File: src/rtl/memwb_skid_stage.sv
// -----------------------------------------------------------------------------
// memwb_skid_stage
//
// MEM/WB pipeline register with a valid/ready handshake and a one-entry skid
// register. The MEM stage can be back-pressured by write-back without any
// combinational path from out_ready_i to in_ready_o. The write-back source is
// resolved at capture time, so only {regwrite, rd, data} is stored. Writes to
// x0 are turned into non-writing entries that still flow through the stage.
//
// Ports:
//   clk_i, rst_i      clock (rising edge), async active-high reset
//   in_valid_i        MEM stage presents an instruction
//   in_ready_o        stage can accept this cycle (registered)
//   WB_i              instruction writes the register file
//   WBSrc_i           1 = MemRdata_i, 0 = ALUres_i
//   MemRdata_i        data-memory read data
//   ALUres_i          ALU result
//   rd_addr_i         destination register
//   flush_i           drop all held and incoming instructions (synchronous)
//   out_valid_o       write-back entry valid
//   out_ready_i       write-back consumes the entry
//   RegWrite_o        write enable of the entry (0 for rd = 0 or no entry)
//   rd_addr_o         destination register of the entry
//   wb_data_o         selected write-back data
//   retire_cnt_o      number of consumed entries, wraps modulo 2^CNT_W
// -----------------------------------------------------------------------------
module memwb_skid_stage #(
  parameter int DATA_W = 32,
  parameter int ADDR_W = 5,
  parameter int CNT_W  = 32
) (
  input  logic              clk_i,
  input  logic              rst_i,
  input  logic              in_valid_i,
  output logic              in_ready_o,
  input  logic              WB_i,
  input  logic              WBSrc_i,
  input  logic [DATA_W-1:0] MemRdata_i,
  input  logic [DATA_W-1:0] ALUres_i,
  input  logic [ADDR_W-1:0] rd_addr_i,
  input  logic              flush_i,
  output logic              out_valid_o,
  input  logic              out_ready_i,
  output logic              RegWrite_o,
  output logic [ADDR_W-1:0] rd_addr_o,
  output logic [DATA_W-1:0] wb_data_o,
  output logic [CNT_W-1:0]  retire_cnt_o
);

  typedef struct packed {
    logic              we;
    logic [ADDR_W-1:0] rd;
    logic [DATA_W-1:0] data;
  } entry_t;

  // Current state
  logic       main_valid, skid_valid, ready_q;
  entry_t     main_q, skid_q;
  logic [CNT_W-1:0] cnt_q;

  // Next state
  logic       main_valid_n, skid_valid_n;
  entry_t     main_n, skid_n;

  entry_t     cap;
  logic       accept, fire;

  // Entry formed from the MEM-stage inputs; raw source operands are not kept.
  always_comb begin
    cap.we   = WB_i & (rd_addr_i != '0);
    cap.rd   = rd_addr_i;
    cap.data = WBSrc_i ? MemRdata_i : ALUres_i;
  end

  assign accept = in_valid_i & ready_q;
  assign fire   = main_valid & out_ready_i;

  // NOTE: every signal written here gets a default first, so no path leaves
  // one unassigned and no latch is inferred.
  always_comb begin
    main_valid_n = main_valid;
    skid_valid_n = skid_valid;
    main_n       = main_q;
    skid_n       = skid_q;

    if (flush_i) begin
      // Bubble insertion: anything held or accepted this cycle is dropped.
      main_valid_n = 1'b0;
      skid_valid_n = 1'b0;
    end else if (!main_valid) begin
      // Skid is never occupied while main is empty.
      if (accept) begin
        main_valid_n = 1'b1;
        main_n       = cap;
      end
    end else if (fire) begin
      if (skid_valid) begin
        main_n       = skid_q;
        skid_valid_n = 1'b0;
      end else if (accept) begin
        main_n       = cap;
      end else begin
        main_valid_n = 1'b0;
      end
    end else if (accept) begin
      skid_n       = cap;
      skid_valid_n = 1'b1;
    end

    // RegWrite_o comes straight from main_q.we, so it must be cleared
    // whenever main goes empty (stale rd/data are harmless).
    if (!main_valid_n) main_n.we = 1'b0;
  end

  // NOTE: sequential state uses non-blocking assignments only, so every flop
  // samples the pre-edge values regardless of statement order.
  always_ff @(posedge clk_i or posedge rst_i) begin
    if (rst_i) begin
      main_valid <= 1'b0;
      skid_valid <= 1'b0;
      ready_q    <= 1'b1;
      main_q     <= '0;
      skid_q     <= '0;
      cnt_q      <= '0;
    end else begin
      main_valid <= main_valid_n;
      skid_valid <= skid_valid_n;
      // Ready is its own flop so it has no combinational path from outputs.
      ready_q    <= ~skid_valid_n;
      main_q     <= main_n;
      skid_q     <= skid_n;
      // Consumption counts even when a flush lands in the same cycle.
      if (fire) cnt_q <= cnt_q + CNT_W'(1);
    end
  end

  assign in_ready_o   = ready_q;
  assign out_valid_o  = main_valid;
  assign RegWrite_o   = main_q.we;
  assign rd_addr_o    = main_q.rd;
  assign wb_data_o    = main_q.data;
  assign retire_cnt_o = cnt_q;

endmodule
File: config.mk
export PLATFORM = sky130hd
export DESIGN_NAME = memwb_skid_stage
export DESIGN_NICKNAME = d
export VERILOG_FILES = /design/src/rtl/memwb_skid_stage.sv
export SDC_FILE = /design/constraint.sdc
export NUM_CORES = 1
export LEC_CHECK = 0
export BUFFER_PORTS_ARGS = -buffer_cell sky130_fd_sc_hd__buf_2
export CAP_MARGIN = 20
export CORE_ASPECT_RATIO = 1.1
export CORE_UTILIZATION = 35
export CTS_CLUSTER_SIZE = 14
export DETAILED_ROUTE_END_ITERATION = 16
export REMOVE_ABC_BUFFERS = 1
export SLEW_MARGIN = 10
export SYNTH_ARGS = -nofsm -noshare
export SYNTH_HDL_FRONTEND = slang
export SYNTH_SLANG_ARGS = --single-unit
File: constraint.sdc
create_clock -name clk_i -period 6.2 [get_ports clk_i]
set_input_delay 1.55 -clock clk_i [delete_from_list [all_inputs] [get_ports clk_i]]
set_output_delay 1.55 -clock clk_i [all_outputs]
set_load 0.05 [all_outputs]
==> impl_metrics.csv <==
group,metric,value,unit
pwr,ir_drop,0.187,mV
synthesis,synthTopCellsByCount,"110 x dfrtp_1, 79 x nor2_1, 69 x a21oi_1",
sta,fin_ws,2.93,ns
critical_path,crit_arrival,1.72,ns
clock_tree,numCtsBuffers,9,
sta,slew_headroom,31.6,%
synthesis,ys_seq_area_share,54.7,%
clock_tree,root_buffer,"clkbuf_16",
die,io-pin-count,148,
clock_tree,cts.repair.resized,0,
clock_tree,tritoncts,"done",
critical_path,critPathKind,"reg -> out",
drt,wl_per_cell,14.6,um
sta,skew,0.00619,ns
sta,rsz0062_at_grt,"false",
place,routabilityCongestion,0.713,
place,io_buffers,147,
synthesis,synth-edff-count,0,
grt,antenna_found_initial,1,
grt,grt_max_degree,74,
clock_tree,hold_buffers,0,
synthesis,yosysWarnings,0,
die,dieArea,15000,sq um
critical_path,crit_path_top_delay_cell,"dfstp_2",
pwr,leakage,2.96,nW
clock_tree,worstSkewPairLatency,0.35,ns
finish,utilization,45.0,%
clock_tree,cts.path.max_buffers,2,
outcome,status,"finished clean",
sta,setup_violations,0,
synthesis,yosys.area.top_type,"dfrtp_1",
drt,routed_via_density,5.03,
sta,timing.final.crit_share,52.8,%
worst_hold_path,hp-class,"reg -> reg",
sta,hold_viol_final,0,
die,fp-row-count,45,
synthesis,yosys.area.top_type_share,54.2,%
pwr,power_density,343,nW/um^2
critical_path,cp-start-kind,"flip-flop",
clock_tree,cts_setup_buffers,0,
synthesis,avgSynthCellArea,10.2,sq um
critical_path,worst_ep_required_time,4.65,ns
drt,first_pass_iters,5,
pwr,finalPower,2.16,mW
grt,grt-ovfl-total,0,
drt,drt_iter0_markers,265,
finish,drive_gt1_share,29.1,%
grt,grt_usage,17.1,%
finish,final_net_count,705,
drt,routed-via-count,4137,
sta,clock.fmax,0.305,GHz
place,dp_slack,2.57,ns
place,dp_hpwl,8120,um
clock_tree,h-tree-depth,3,
synthesis,synth.most_common_cell,"dfrtp_1",
critical_path,path_buf_inv,1,
die,die_w,117,um
synthesis,netlist_area,5080,sq um
flow_run,maxCapViolations,0,
finish,synthToLayoutAreaGrowth,23.7,%
synthesis,synth_area_leaders,"dfrtp_1 54%, a21oi_1 6.8%, mux2i_1 6.3%",
critical_path,crit_path_max_fanout,36,
critical_path,cp_top_family,"flip-flops",
clock_tree,cts.sinks,111,
critical_path,cp-end-kind,"output port",
synthesis,synthFlopType,"dfrtp_1",
synthesis,synth_seq_cells,111,
drt,ant_nets,0,
grt,grt_pass1_wl,19700,um
die,initial_core_util,36.4,%
drt,drc,0,
die,die_h,128,um
critical_path,slowest_delay,0.98,ns
critical_path,crit_path_cell_trace,"buf_2",
clock_tree,path_clk_slew,0.07,ns
synthesis,async_flop_share,100,%
sta,finalCriticalPeriod,3.27,ns
drt,wirelength,12000,um
grt,grt_pass1_vias,4083,
synthesis,synthCells,499,
die,design.core.area,14000,sq um
synthesis,yosysUniqueCellTypes,39,
sta,setup_tns,0,ns
sta,worst_slew_pin_slew,1.03,ns
sta,drv_slew,0,
## flip-flops by register name (all words and copies together) (netlist names)
signal        cells
RegWrite_o        1
rd_addr_o         5
in_ready_o        1
skid_q           38
skid_valid        1
wb_data_o        32
retire_cnt_o     32
out_valid_o       1
## worst paths after layout
path                                               from                            to  slack (ns)  cells after the start
max reg2reg                        in_ready_o$_DFF_PP1_     wb_data_o[28]$_DFFE_PP0P_        3.68                      5
min                        retire_cnt_o[31]$_DFFE_PP0P_  retire_cnt_o[31]$_DFFE_PP0P_        0.48                      1
min in group asynchronous                         rst_i  retire_cnt_o[31]$_DFFE_PP0P_        1.34                      2
max in group asynchronous                         rst_i     wb_data_o[16]$_DFFE_PP0P_        3.74                      3
min reg2reg                retire_cnt_o[31]$_DFFE_PP0P_  retire_cnt_o[31]$_DFFE_PP0P_        0.48                      1
max                                in_ready_o$_DFF_PP1_                    in_ready_o        2.93                      1
## power by group
group          switching (mW)  total, mW  internal [mW]
logic                   0.405      0.569          0.164
registers              0.0918      0.958          0.866
clock network           0.256      0.632          0.376
## cell families (layout without fill, tap and decap cells)
group / count (synthesis) / in the layout / share of synthesized area [%]
AND/OR/NAND/NOR: 165 / 165 / 16.5
XOR/XNOR: 31 / 31 / 5.34
flip-flops: 111 / 111 / 54.7
buffers and inverters: 39 / 173 / 3.50
adder cells (fa/ha/maj): 1 / 1 / 0.246
multiplexers: 39 / 39 / 7.85
other: 0 / 1 / 0
AO/OA/AOI/OAI: 113 / 113 / 11.8
## routing by layer
layer | routed length (um) | vias up | GRT usage [%]
li1 | - | 2017 | -
met1 | 5400 | 1984 | 21.0
met2 | 5620 | 122 | 28.0
met3 | 817 | 14 | 4.99
met4 | 206 | 0 | 6.78
met5 | 0 | - | 0
## through the flow
step           instances  instance area [sq um]  hold slack (ns)
5_1_grt              821                   6290            0.489
4_1_cts              820                   6270            0.478
3_3_place_gp         804                   5940            0.460
3_5_place_dp         804                   5940            0.462
6_report             822                   6290            0.475
2_1_floorplan        465                   4920            0.481
## cell type report
| cell class | count | area (sq um) |
|---|---|---|
| well taps | 188 | 235 |
| inverters | 5 | 21.3 |
| clock inverters | 3 | 65.1 |
| diodes | 1 | 2.50 |
| repair buffers | 152 | 786 |
| flip-flops and latches | 111 | 2780 |
| fillers | 1373 | 7670 |
| multi-input cells | 349 | 2140 |
| clock buffers | 13 | 260 |
## placed cells by master (no fill, tap or decap), types with 2 or more instances in the layout
master | synthesis | final
a21oi_1 | 69 | 69
a31oi_1 | 2 | 2
buf_2 | 16 | 147
buf_4 | 3 | 4
bufinv_16 | 0 | 2
clkbuf_1 | 13 | 2
clkbuf_16 | 0 | 9
clkbuf_8 | 0 | 2
dfrtp_1 | 110 | 110
inv_1 | 5 | 4
mux2_2 | 7 | 7
mux2i_1 | 32 | 32
nand2_1 | 13 | 13
nand3_1 | 14 | 14
nand4_1 | 43 | 43
nor2_1 | 79 | 78
nor3_1 | 2 | 2
nor4_4 | 2 | 2
o21ai_0 | 32 | 32
o22ai_1 | 5 | 5
xnor2_1 | 25 | 25
xor2_1 | 6 | 6
No activity file was read; power rests on OpenSTA's default activity.
